### src/rtl/line_byte_reader_pkg.sv
// Shared cache definitions for the line byte reader: default geometry and FSM states.
package line_byte_reader_pkg;

  localparam int DEF_ADDR_W     = 32;
  localparam int DEF_LINE_BYTES = 16;

  typedef enum logic {
    IDLE = 1'b0,
    SEND = 1'b1
  } state_e;

endpackage

### src/rtl/dataByte.sv
// Single byte storage cell: loads d when write is high, clears on reset.
module dataByte (
  input  logic       clk,
  input  logic       reset,
  input  logic       write,
  input  logic [7:0] d,
  output logic [7:0] q
);

  logic [7:0] byte_q;
  logic [7:0] byte_d;

  always_comb begin
    if (write) begin
      byte_d = d;
    end else begin
      byte_d = byte_q;
    end
  end

  always_ff @(posedge clk) begin
    if (reset) begin
      byte_q <= 8'h00;
    end else begin
      byte_q <= byte_d;
    end
  end

  assign q = byte_q;

endmodule

### src/rtl/line_buffer.sv
// Capture buffer for one cache line built from byte cells, with an offset-indexed read mux.
module line_buffer #(
  parameter  int LINE_BYTES = 16,
  localparam int OFF_W      = $clog2(LINE_BYTES)
) (
  input  logic                    clk,
  input  logic                    reset,
  input  logic                    write,
  input  logic [LINE_BYTES*8-1:0] line_data,
  input  logic [OFF_W-1:0]        offset,
  output logic [7:0]              rd_data
);

  logic [7:0] cell_q [LINE_BYTES];

  for (genvar i = 0; i < LINE_BYTES; i++) begin : g_cell
    dataByte u_cell (
      .clk   (clk),
      .reset (reset),
      .write (write),
      .d     (line_data[8*i +: 8]),
      .q     (cell_q[i])
    );
  end

  assign rd_data = cell_q[offset];

endmodule

### src/rtl/line_byte_reader.sv
// Captures a cache line on start and streams it out one byte per valid/ready handshake,
// tagging each byte with its full address and a last flag, then pulses done.
module line_byte_reader
  import line_byte_reader_pkg::*;
#(
  parameter  int ADDR_W     = DEF_ADDR_W,
  parameter  int LINE_BYTES = DEF_LINE_BYTES,
  localparam int OFF_W      = $clog2(LINE_BYTES)
) (
  input  logic                    clk,
  input  logic                    reset,
  input  logic                    start,
  output logic                    start_ready,
  input  logic [ADDR_W-OFF_W-1:0] line_addr,
  input  logic [LINE_BYTES*8-1:0] line_data,
  output logic                    out_valid,
  input  logic                    out_ready,
  output logic [7:0]              out_data,
  output logic [ADDR_W-1:0]       out_addr,
  output logic                    out_last,
  output logic                    busy,
  output logic                    done
);

  localparam logic [OFF_W-1:0] LAST_OFF = OFF_W'(LINE_BYTES - 1);

  state_e                  state_q, state_d;
  logic [OFF_W-1:0]        offset_q, offset_d;
  logic [ADDR_W-OFF_W-1:0] addr_q, addr_d;
  logic                    out_valid_q, out_valid_d;
  logic                    out_last_q, out_last_d;
  logic                    busy_q, busy_d;
  logic                    start_ready_q, start_ready_d;
  logic                    done_q, done_d;
  logic                    accept_s;
  logic [OFF_W-1:0]        offset_inc_s;

  assign accept_s     = (state_q == IDLE) && start;
  assign offset_inc_s = offset_q + OFF_W'(1);

  always_comb begin
    state_d       = state_q;
    offset_d      = offset_q;
    addr_d        = addr_q;
    out_valid_d   = out_valid_q;
    out_last_d    = out_last_q;
    busy_d        = busy_q;
    start_ready_d = start_ready_q;
    done_d        = 1'b0;
    case (state_q)
      IDLE: begin
        if (start) begin
          state_d       = SEND;
          offset_d      = '0;
          addr_d        = line_addr;
          out_valid_d   = 1'b1;
          out_last_d    = 1'b0;
          busy_d        = 1'b1;
          start_ready_d = 1'b0;
        end else begin
          start_ready_d = 1'b1;
        end
      end
      SEND: begin
        if (out_ready && (offset_q == LAST_OFF)) begin
          state_d       = IDLE;
          offset_d      = '0;
          out_valid_d   = 1'b0;
          out_last_d    = 1'b0;
          busy_d        = 1'b0;
          start_ready_d = 1'b1;
          done_d        = 1'b1;
        end else if (out_ready) begin
          offset_d   = offset_inc_s;
          out_last_d = (offset_inc_s == LAST_OFF);
        end else begin
          offset_d = offset_q;
        end
      end
      default: begin
        state_d       = IDLE;
        offset_d      = '0;
        out_valid_d   = 1'b0;
        out_last_d    = 1'b0;
        busy_d        = 1'b0;
        start_ready_d = 1'b1;
      end
    endcase
  end

  always_ff @(posedge clk) begin
    if (reset) begin
      state_q       <= IDLE;
      offset_q      <= '0;
      addr_q        <= '0;
      out_valid_q   <= 1'b0;
      out_last_q    <= 1'b0;
      busy_q        <= 1'b0;
      start_ready_q <= 1'b1;
      done_q        <= 1'b0;
    end else begin
      state_q       <= state_d;
      offset_q      <= offset_d;
      addr_q        <= addr_d;
      out_valid_q   <= out_valid_d;
      out_last_q    <= out_last_d;
      busy_q        <= busy_d;
      start_ready_q <= start_ready_d;
      done_q        <= done_d;
    end
  end

  // Byte storage only loads on an accepted start, so it is stable for the whole stream.
  line_buffer #(.LINE_BYTES(LINE_BYTES)) u_line_buffer (
    .clk       (clk),
    .reset     (reset),
    .write     (accept_s),
    .line_data (line_data),
    .offset    (offset_q),
    .rd_data   (out_data)
  );

  assign out_addr    = {addr_q, offset_q};
  assign out_valid   = out_valid_q;
  assign out_last    = out_last_q;
  assign busy        = busy_q;
  assign start_ready = start_ready_q;
  assign done        = done_q;

endmodule

### config.mk
export PLATFORM = sky130hd
export DESIGN_NAME = line_byte_reader
export DESIGN_NICKNAME = d
export VERILOG_FILES = /design/src/rtl/line_byte_reader_pkg.sv /design/src/rtl/dataByte.sv /design/src/rtl/line_buffer.sv /design/src/rtl/line_byte_reader.sv
export SDC_FILE = /design/constraint.sdc
export NUM_CORES = 1
export LEC_CHECK = 0
export BUFFER_PORTS_ARGS = -buffer_cell sky130_fd_sc_hd__clkbuf_2
export CAP_MARGIN = 5
export CORE_MARGIN = 4
export CORE_UTILIZATION = 46
export DETAILED_ROUTE_END_ITERATION = 8
export PLACE_DENSITY = 0.76
export SLEW_MARGIN = 30
export SYNTH_ARGS = -nofsm -noshare
export SYNTH_HDL_FRONTEND = slang
export SYNTH_SLANG_ARGS = --single-unit
### constraint.sdc
create_clock -name clk -period 1.7 [get_ports clk]
set_input_delay 0.255 -clock clk [delete_from_list [all_inputs] [get_ports clk]]
set_output_delay 0.255 -clock clk [all_outputs]
set_load 0.005 [all_outputs]
Yosys cells after proc, flatten, opt, wreduce, memory -nomap -nowiden
Index checks and enable logic that the tools add are counted.
{"block": "classes", "n_eq_ne": 5, "n_reduce_logical": 6, "order_cmp": 1, "bitwise": 2, "mux": 21, "addsub": 1}
{"op": "8-bit binary-select mux with 4-bit select", "n": 1}
{"op": "8-bit 2-to-1 mux", "n": 2}
{"op": "4-bit 2-to-1 mux", "n": 3}
{"op": "1-bit 2-to-1 mux", "n": 10}
{"op": "4-bit == test (second input constant)", "n": 2}
{"op": "1-bit one-hot mux with 2 select lines", "n": 4}
{"op": "4-bit one-hot mux with 2 select lines", "n": 1}
{"op": "2-bit AND reduction", "n": 3}
{"op": "5-bit greater-or-equal comparator (second input constant)", "n": 1}
{"op": "4-bit NOT with 5-bit output", "n": 1}
{"op": "4-bit by 1-bit adder with 4-bit output (second input constant)", "n": 1}
{"op": "3-bit by 2-bit inequality test with 1-bit output (second input constant)", "n": 1}
{"op": "1-bit logical AND", "n": 2}
{"op": "2-bit by 1-bit inequality test with 1-bit output (second input constant)", "n": 1}
{"op": "2-bit inequality test (second input constant)", "n": 1}
{"op": "2-bit OR reduction", "n": 1}
{"op": "1-bit NOT", "n": 1}
{"block": "totals", "output_inout_bits": 45, "input_bits": 160, "wordCells": 59, "reg_bits": 165}

Depth between registers and ports, before layout
Gate-level depths: netlist (run 1).
{"block": "depth", "ltp_word": 5, "depth_mapped": 8}

Modules after synthesis
From an unflattened synthesis (run 1), not the netlist that was laid out.
{"block": "hier_totals", "cells_unflattened": 658, "hier_area_um2": 6988.0}
{"mod": "dataByte", "n_inst": 16, "seq_area_each_um2": 160.2, "cells_each": 26, "area_per_inst_um2": 285.3}
{"mod": "line_byte_reader", "n_inst": 1, "seq_area_each_um2": 740.7, "cells_each": 172, "area_per_inst_um2": 1390.1}
{"mod": "line_buffer", "n_inst": 1, "seq_area_each_um2": 0.0, "cells_each": 70, "area_per_inst_um2": 1033.5}

Worst setup path before layout (run 1)
OpenSTA, ideal clock, no wires.
{"block": "synth_path", "path_kind": "register -> output", "start": "reg offset_q[1]", "end": "out out_data[3]", "t_arrival_ps": 1550, "stages_incl_launch_ff": 7, "path_slack_ps": -105, "path_cell_list": "dfxtp_1 > buf_6 > buf_12 > mux4_2 > and2_0 > a211oi_1 > a21oi_1"}
{"block": "synth_between", "elab_chain_cells": 4}
{"item": "start: declaration", "line_no": "line_byte_reader.sv:28", "source": "logic [OFF_W-1:0] offset_q, offset_d;"}
{"item": "start signal: assignment", "line_no": "line_byte_reader.sv:103", "source": "offset_q <= offset_d;"}
{"item": "4-bit NOT with 5-bit output (implied by the code)", "line_no": "line_buffer.sv:26", "source": "assign rd_data = cell_q[offset];"}
{"item": "8-bit binary-select mux with 4-bit select", "line_no": "line_buffer.sv:26"}
{"item": "8-bit 2-to-1 mux (implied by the code) (2 in a row)", "line_no": "line_buffer.sv:26"}
{"item": "end: declaration", "line_no": "line_byte_reader.sv:18", "source": "output logic [7:0] out_data,"}
No other way between the ends. The select of a mux whose other input is x is not followed.

Worst setup path in the final report (run 1)
{"block": "layout_path", "start": "reg offset_q[1]", "end": "out out_data[5]"}
The elaborated chain is that of the path after synthesis.

==> results of run 1 <==
## path summary, 6_finish.rpt
check                endpoint  depth (start not counted)           from
setup / recovery  out_data[5]                          6    offset_q[1]
hold / removal     addr_q[10]                          3  line_addr[10]
setup reg to reg     out_last                          7    offset_q[0]
hold reg to reg     addr_q[6]                          2      addr_q[6]
## registers in the layout, summed over array words and instances (netlist names)
register	flops
u_line_buffer.g_cell.u_cell.q	128
start_ready	1
done	1
offset_q	4
out_last	1
addr_q	28
state_q	1
busy	1
## cells in the final DEF (no fill, tap or decap), types with 2 or more instances in the layout
cell type   instances
mux2_2              9
clkbuf_16          17
clkbuf_1            3
a211oi_2            5
mux4_2             23
bufinv_16           2
o22ai_2             5
clkbuf_2          201
nand2_1           314
a211oi_4            2
o21ai_0             2
a221o_1             4
mux4_1              3
dfxtp_2             2
nand4_1             3
inv_1               2
clkbuf_8            2
clkinv_2            6
dfxtp_1           162
a21oi_1           162
buf_4              23
buf_12             12
nor2_1              8
nor2b_1             5
buf_6               3
a21oi_2             4
clkinvlp_4          2
nor3b_1             5
and2_4              2
and2_1              2
nand2b_4            2
## routing by layer
| layer | share of wire | vias to the layer above | GRT usage |
|---|---|---|---|
| met4 | 0.024 | 2 | 0.0850 |
| met3 | 0.076 | 38 | 0.0569 |
| met2 | 0.46 | 216 | 0.356 |
| met1 | 0.44 | 2939 | 0.307 |
| li1 | - | 3117 | - |
| met5 | 0.00036 | - | 0 |
## critical path: cells and delay by family (launching register included)
kind            cells  cell delay (ns)
mux                 1             0.50
flops               1             0.37
simple gates        1             0.07
buf+inv             2             0.26
compound gates      2             0.41
## cell families after synthesis
| kind of cell | count (synthesis) | share of synthesized area |
|---|---|---|
| buf+inv | 70 | 0.0497 |
| fa+ha+maj | 2 | 0.00367 |
| flops | 165 | 0.484 |
| simple gates | 348 | 0.202 |
| mux | 37 | 0.108 |
| compound gates | 193 | 0.152 |
## metrics by stage
stage | hold slack, ns | power (mW) | instance area (µm²)
2_1_floorplan | 0.391 | 4.80 | 6830
3_3_place_gp | 0.440 | 5.25 | 8180
3_5_place_dp | 0.446 | 5.27 | 8180
4_1_cts | 0.0313 | 8.95 | 8810
5_1_grt | 0.0359 | 9.26 | 8890
6_report | 0.0443 | 8.93 | 8890
## power by group through the flow
stage	Clock, mW	Sequential (mW)	Combinational [mW]
global placement	0	4.30	0.955
global route	3.90	4.24	1.13
finish	3.70	4.22	1.02
CTS	3.74	4.22	0.995
floorplan	0	4.25	0.556
detailed placement	0	4.30	0.974
## cell type report
type,instances,share of cell area
Clock buffer,22,0.0522
Timing Repair Buffer,240,0.165
Clock inverter,10,0.0118
Tap cell,184,0.0259
Multi-Input combinational cell,580,0.372
Inverter,2,0.000844
Sequential cell,165,0.372
## what timing repair did
| item | CTS | global route |
|---|---|---|
| resized for setup | 23 | 18 |
| buffers inserted | 0 | 0 |
| setup endpoints to repair | 8 | 10 |
| pin swaps | 8 | 5 |
==> metrics.md, run 1 <==
| Metric | Value |
|---|---|
| NetSw | `2.15 mW` |
| Area grow syn2layout | `30.4%` |
| Fin util | `0.612` |
| Period Utilization, post-route | `1.35` |
| Synth Cell Area | `0.00682 mm²` |
| Synth top area share | `0.484` |
| Gr ovfl total | `0` |
| Worst hold path class | `primary input to flip-flop` |
| Flop and latch count out of synthesis | `165` |
| Largest net degree at the start of global routing | `91` |
| Final Net Count | `1,168` |
| Skew final | `0.00526 ns` |
| Longest Clk Path Bufs | `2` |
| Slew headroom | `0.667` |
| CP arrival | `2.04 ns` |
| PwrDens | `1000 mW/mm²` |
| DP HPWL | `14,300 µm` |
| Slowest CP cell | `mux4_2` |
| Pins Over Slew Limit | `0` |
| Reg power frac | `0.473` |
| Cell with the most instances after synthesis | `nand2_1` |
| Post-synth EDFFs | `0` |
| Mapped Nets | `977` |
| Unrepaired setup endpoints after global routing | `true` |
| PortBufs | `204` |
| Avg WL per Cell | `16.3 µm` |
| Setup TNS | `-4.39 ns` |
| Net Sw Frac | `0.241` |
| Vias | `6,312` |
| Die area | `0.0168 mm²` |
| Share of layout cells above drive strength 1 | `0.325` |
| Fillers | `1,302` |
| Sequential Area | `0.00331 mm²` |
| LEAKAGE | `3.74 nW` |
| Die Wd | `130 µm` |
| Post-synth top cells | `314 x nand2_1, 166 x a21oi_1, 165 x dfxtp_1` |
| Final setup violation count | `8` |
| CTS buffer count | `17` |
| Clock-pin slew on the worst setup and hold paths | `0.06 ns` |
| Crit Path Class | `flip-flop to output pin` |
| Worst setup EP type | `output pin` |
| Fin crit period | `2.29 ns` |
| GP Congestion | `0.877` |
| Status | `complete, but fails checks` |
| Hold Buf Count CTS | `0` |
| Total Routing Usage GR | `0.228` |
| Drt drc | `0` |
| CTS root buffer | `clkbuf_16` |
| 1st-iter DRT viols | `492` |
| Row count | `44` |
| Drt pass-1 iters | `5` |
| Post-synth ARST share | `0` |
| Total routed wirelength | `19,600 µm` |
| Initial Util | `0.469` |
| Hold Vio Cnt, Final | `0` |
| Netlist cell types | `38` |
| Global-route wire length before repair | `29,300 µm` |
| Flop2flop setup slack | `0.11 ns` |
| Multi-input gate area | `0.00331 mm²` |
| Layout Cells excl Fill | `1,203` |
| Clock Latency Late Sink | `0.42 ns` |
| Gate power share | `0.114` |
| Antenna Cells | `0` |
| Worst Setup Start Kind | `flip-flop` |
| Internal Power | `6.78 mW` |
| # H-tree levels | `4` |
| Failing checks | `setup timing` |
| Synth top area cells | `dfxtp_1 48%, nand2_1 17%, a21oi_1 12%, mux4_2 5.9%, mux4_1 3.1%` |
| Total core area | `0.0145 mm²` |
| IO Pins | `205` |
| Leading area contributor after synthesis | `dfxtp_1` |
| Mean Syn Cell Area | `8.37 µm²` |
| CTS tree | `yes` |
| Synth warn | `0` |
| Register area share after synthesis | `0.484` |
| Vias in the first global route | `5,756` |
| ANT nets after route | `0` |
| Power share of the clock group | `0.414` |
| Maxcap violations | `0` |
| Smallest setup slack after layout | `-0.592 ns` |
| Maximum operating frequency | `436 MHz` |
| CP Max Fanout | `7` |
| Worst slew pin tran | `0.500 ns` |
| Max stage delay on crit path | `0.50 ns` |
| Place WS | `-0.225 ns` |
| Worst EP required | `1.44 ns` |
| Critical path cell sequence | `buf_12 -> mux4_2 -> o22ai_2 -> nor3b_1 -> a221o_1 -> buf_6` |
| Initial antenna violation count | `1` |
| Ys flop type | `dfxtp_1` |
| Placed Cells | `1,171` |
| Die height | `130 µm` |
| Cells after Synth | `815` |
| Number of vias per cell | `5.25` |
| Worst IR drop on VDD | `0.739 mV` |
| CTS sink cnt | `165` |
(Power assumes the default switching activity.)
==> run 2: changes to the inputs <==
--- a/config.mk
+++ b/config.mk
@@ -6,7 +6,7 @@
 export NUM_CORES = 1
 export LEC_CHECK = 0
 export BUFFER_PORTS_ARGS = -buffer_cell sky130_fd_sc_hd__clkbuf_2
-export CAP_MARGIN = 5
+export CAP_MARGIN = 20
 export CORE_MARGIN = 4
 export CORE_UTILIZATION = 46
 export DETAILED_ROUTE_END_ITERATION = 8
==> constraint.sdc (replaced) <==
create_clock -name clk -period 1.92 [get_ports clk]
set_input_delay 0.288 -clock clk [delete_from_list [all_inputs] [get_ports clk]]
set_output_delay 0.288 -clock clk [all_outputs]
set_load 0.005 [all_outputs]
==> run 2 against run 1 <==
- the flow still finishes with violations (setup timing)
- count of clock-buffer cells in the layout decreased by 3
- via count is 2.2% higher
- critical path depth unchanged
- first-iteration DRC count is 18% higher
- largest power group unchanged
==> metrics.md, run 2 (synthesis results as in run 1) <==
| Metric | Value |
|---|---|
| Status | `complete, but fails checks` |
| Failing checks | `setup timing` |
| Die Wd | `130 µm` |
| Fin crit period | `2.40 ns` |
| Drt drc | `0` |
| Final Cell Area | `0.00881 mm²` |
| Slowest CP cell | `mux4_2` |
| Fillers | `1,279` |
| CTS sink cnt | `165` |
| Clock-pin slew on the worst setup and hold paths | `0.06 ns` |
| Hold depth | `3` |
| PortBufs | `204` |
| Avg WL per Cell | `17.0 µm` |
| Largest net degree at the start of global routing | `87` |
| Hold Vio Cnt, Final | `0` |
| Worst hold path class | `primary input to flip-flop` |
| Die area | `0.0168 mm²` |
| Area grow syn2layout | `29.2%` |
| CTS tree | `yes` |
| LEAKAGE | `3.67 nW` |
| Worst setup EP type | `output pin` |
| Total core area | `0.0145 mm²` |
| Slew headroom | `0.757` |
| Longest Clk Path Bufs | `2` |
| Worst IR drop on VDD | `0.556 mV` |
| Period Utilization, post-route | `1.25` |
| Hold Path End | `u_line_buffer.g_cell[1].u_cell.q[7]` |
| Worst EP required | `1.63 ns` |
| HP Start | `line_data[15]` |
| GP Congestion | `0.855` |
| CP Max Fanout | `6` |
| Maximum operating frequency | `417 MHz` |
| Share of layout cells above drive strength 1 | `0.324` |
| Drt pass-1 iters | `5` |
| Final setup violation count | `8` |
| Row count | `44` |
| Die height | `130 µm` |
| Unrepaired setup endpoints after global routing | `true` |
| Multi-input gate area | `0.00332 mm²` |
| Reg-to-Reg Start | `offset_q[1]` |
| DP Area | `0.00806 mm²` |
| Max stage delay on crit path | `0.54 ns` |
| Worst Setup Start Kind | `flip-flop` |
| Place WS | `-0.132 ns` |
| IO Pins | `205` |
| Global-route wire length before repair | `31,000 µm` |
| Number of vias per cell | `5.40` |
| Gr ovfl total | `0` |
| Worst slew pin tran | `0.363 ns` |
| DP HPWL | `14,300 µm` |
| Pins Over Slew Limit | `0` |
| CP arrival | `2.11 ns` |
| Skew final | `0.00825 ns` |
| Commonest non-fill, non-tap cell in the layout | `nand2_1` |
| CTS buffer count | `17` |
| Vias in the first global route | `5,957` |
| Antenna Cells | `0` |
| 1st-iter DRT viols | `582` |
| Max FFs per register | `128` |
| Reg2reg end | `out_last` |
| Initial antenna violation count | `0` |
| Total routed wirelength | `20,300 µm` |
| PwrDens | `898 mW/mm²` |
| Maxcap violations | `0` |
| Clock Latency Late Sink | `0.42 ns` |
| Reg2Reg Depth | `7` |
| Crit Path Class | `flip-flop to output pin` |
| CTS root buffer | `clkbuf_16` |
| # H-tree levels | `4` |
| Most frequent cells in the layout | `314 x nand2_1, 201 x clkbuf_2, 163 x a21oi_1, 163 x dfxtp_1, 25 x mux4_2` |
| Smallest setup slack after layout | `-0.479 ns` |
| Initial Util | `0.469` |
| Critical path cell sequence | `buf_12 -> mux4_2 -> o22ai_2 -> nor3b_2 -> a221o_1 -> clkbuf_2` |
| Final Net Count | `1,159` |
| ANT nets after route | `0` |
| Flop2flop setup slack | `0.18 ns` |
| Total Routing Usage GR | `0.239` |
| Vias | `6,453` |
| Sequential Area | `0.00331 mm²` |
## run 2: changes by cell type in the layout (fill, tap and decap cells not counted), sizes merged
cell	before	now
inv	2	5
bufinv	2	1
clkinv	6	2
clkbuf	223	220
buf	39	30
clkinvlp	2	7
## run 2: final cells by class
type	instances	share of cell area
clock buffer	19	0.0503
inverter	2	0.000852
timing repair buffer	231	0.157
sequential	165	0.376
multi-input combinational	580	0.376
clock inverter	13	0.0142
tap	184	0.0261
## run 2: what timing repair did
action | CTS | global route
hold endpoints to repair | 0 | 0
cloned | 1 | 0
setup buffers | 3 | 1
hold buffers | 0 | 0
resized for setup | 37 | 11
pin swaps | 14 | 4
setup endpoints to repair | 8 | 9
## run 2: worst max path at each step
stage | cells after the start | end | from
floorplan | 6 | out_data[3] | offset_q[1]
global placement | 6 | out_data[1] | offset_q[1]
detailed placement | 6 | out_data[2] | offset_q[1]
CTS | 6 | out_data[2] | offset_q[1]
global route | 6 | out_data[2] | offset_q[1]
finish | 6 | out_data[2] | offset_q[1]
## run 2: report_power, final
group          switching, mW  leakage, nW  total [mW]  internal [mW]
Clock                   1.43        0.256        3.27           1.83
Sequential             0.130         1.36        3.74           3.61
Combinational          0.480         2.06       0.894          0.414
Total                   2.04         3.67        7.91           5.86
## run 2: stage by stage
step | hold WS, ns | total power, mW | setup TNS, ns | cells | utilization
finish | 0.0780 | 7.91 | -3.19 | 1194 | 0.606
floorplan | 0.424 | 4.25 | 0 | 815 | -
global placement | 0.439 | 4.64 | -0.408 | 1158 | 0.554
global route | 0.0620 | 8.21 | -3.73 | 1194 | 0.606
detailed placement | 0.446 | 4.66 | -0.561 | 1158 | 0.554
CTS | 0.0641 | 7.93 | -3.34 | 1194 | 0.605
## run 2: critical path: cells and delay by family (launching register included)
family	cells	cell delay (ns)
multiplexers	1	0.54
AO/OA/AOI/OAI	2	0.43
AND/OR/NAND/NOR	1	0.08
buffers and inverters	2	0.25
flip-flops	1	0.38
## run 2: routing by layer
layer / wire length (µm) / track usage
met1: 8630 / 0.317
met5: 0 / 0
met4: 600 / 0.0972
met2: 9630 / 0.380
met3: 1460 / 0.0520
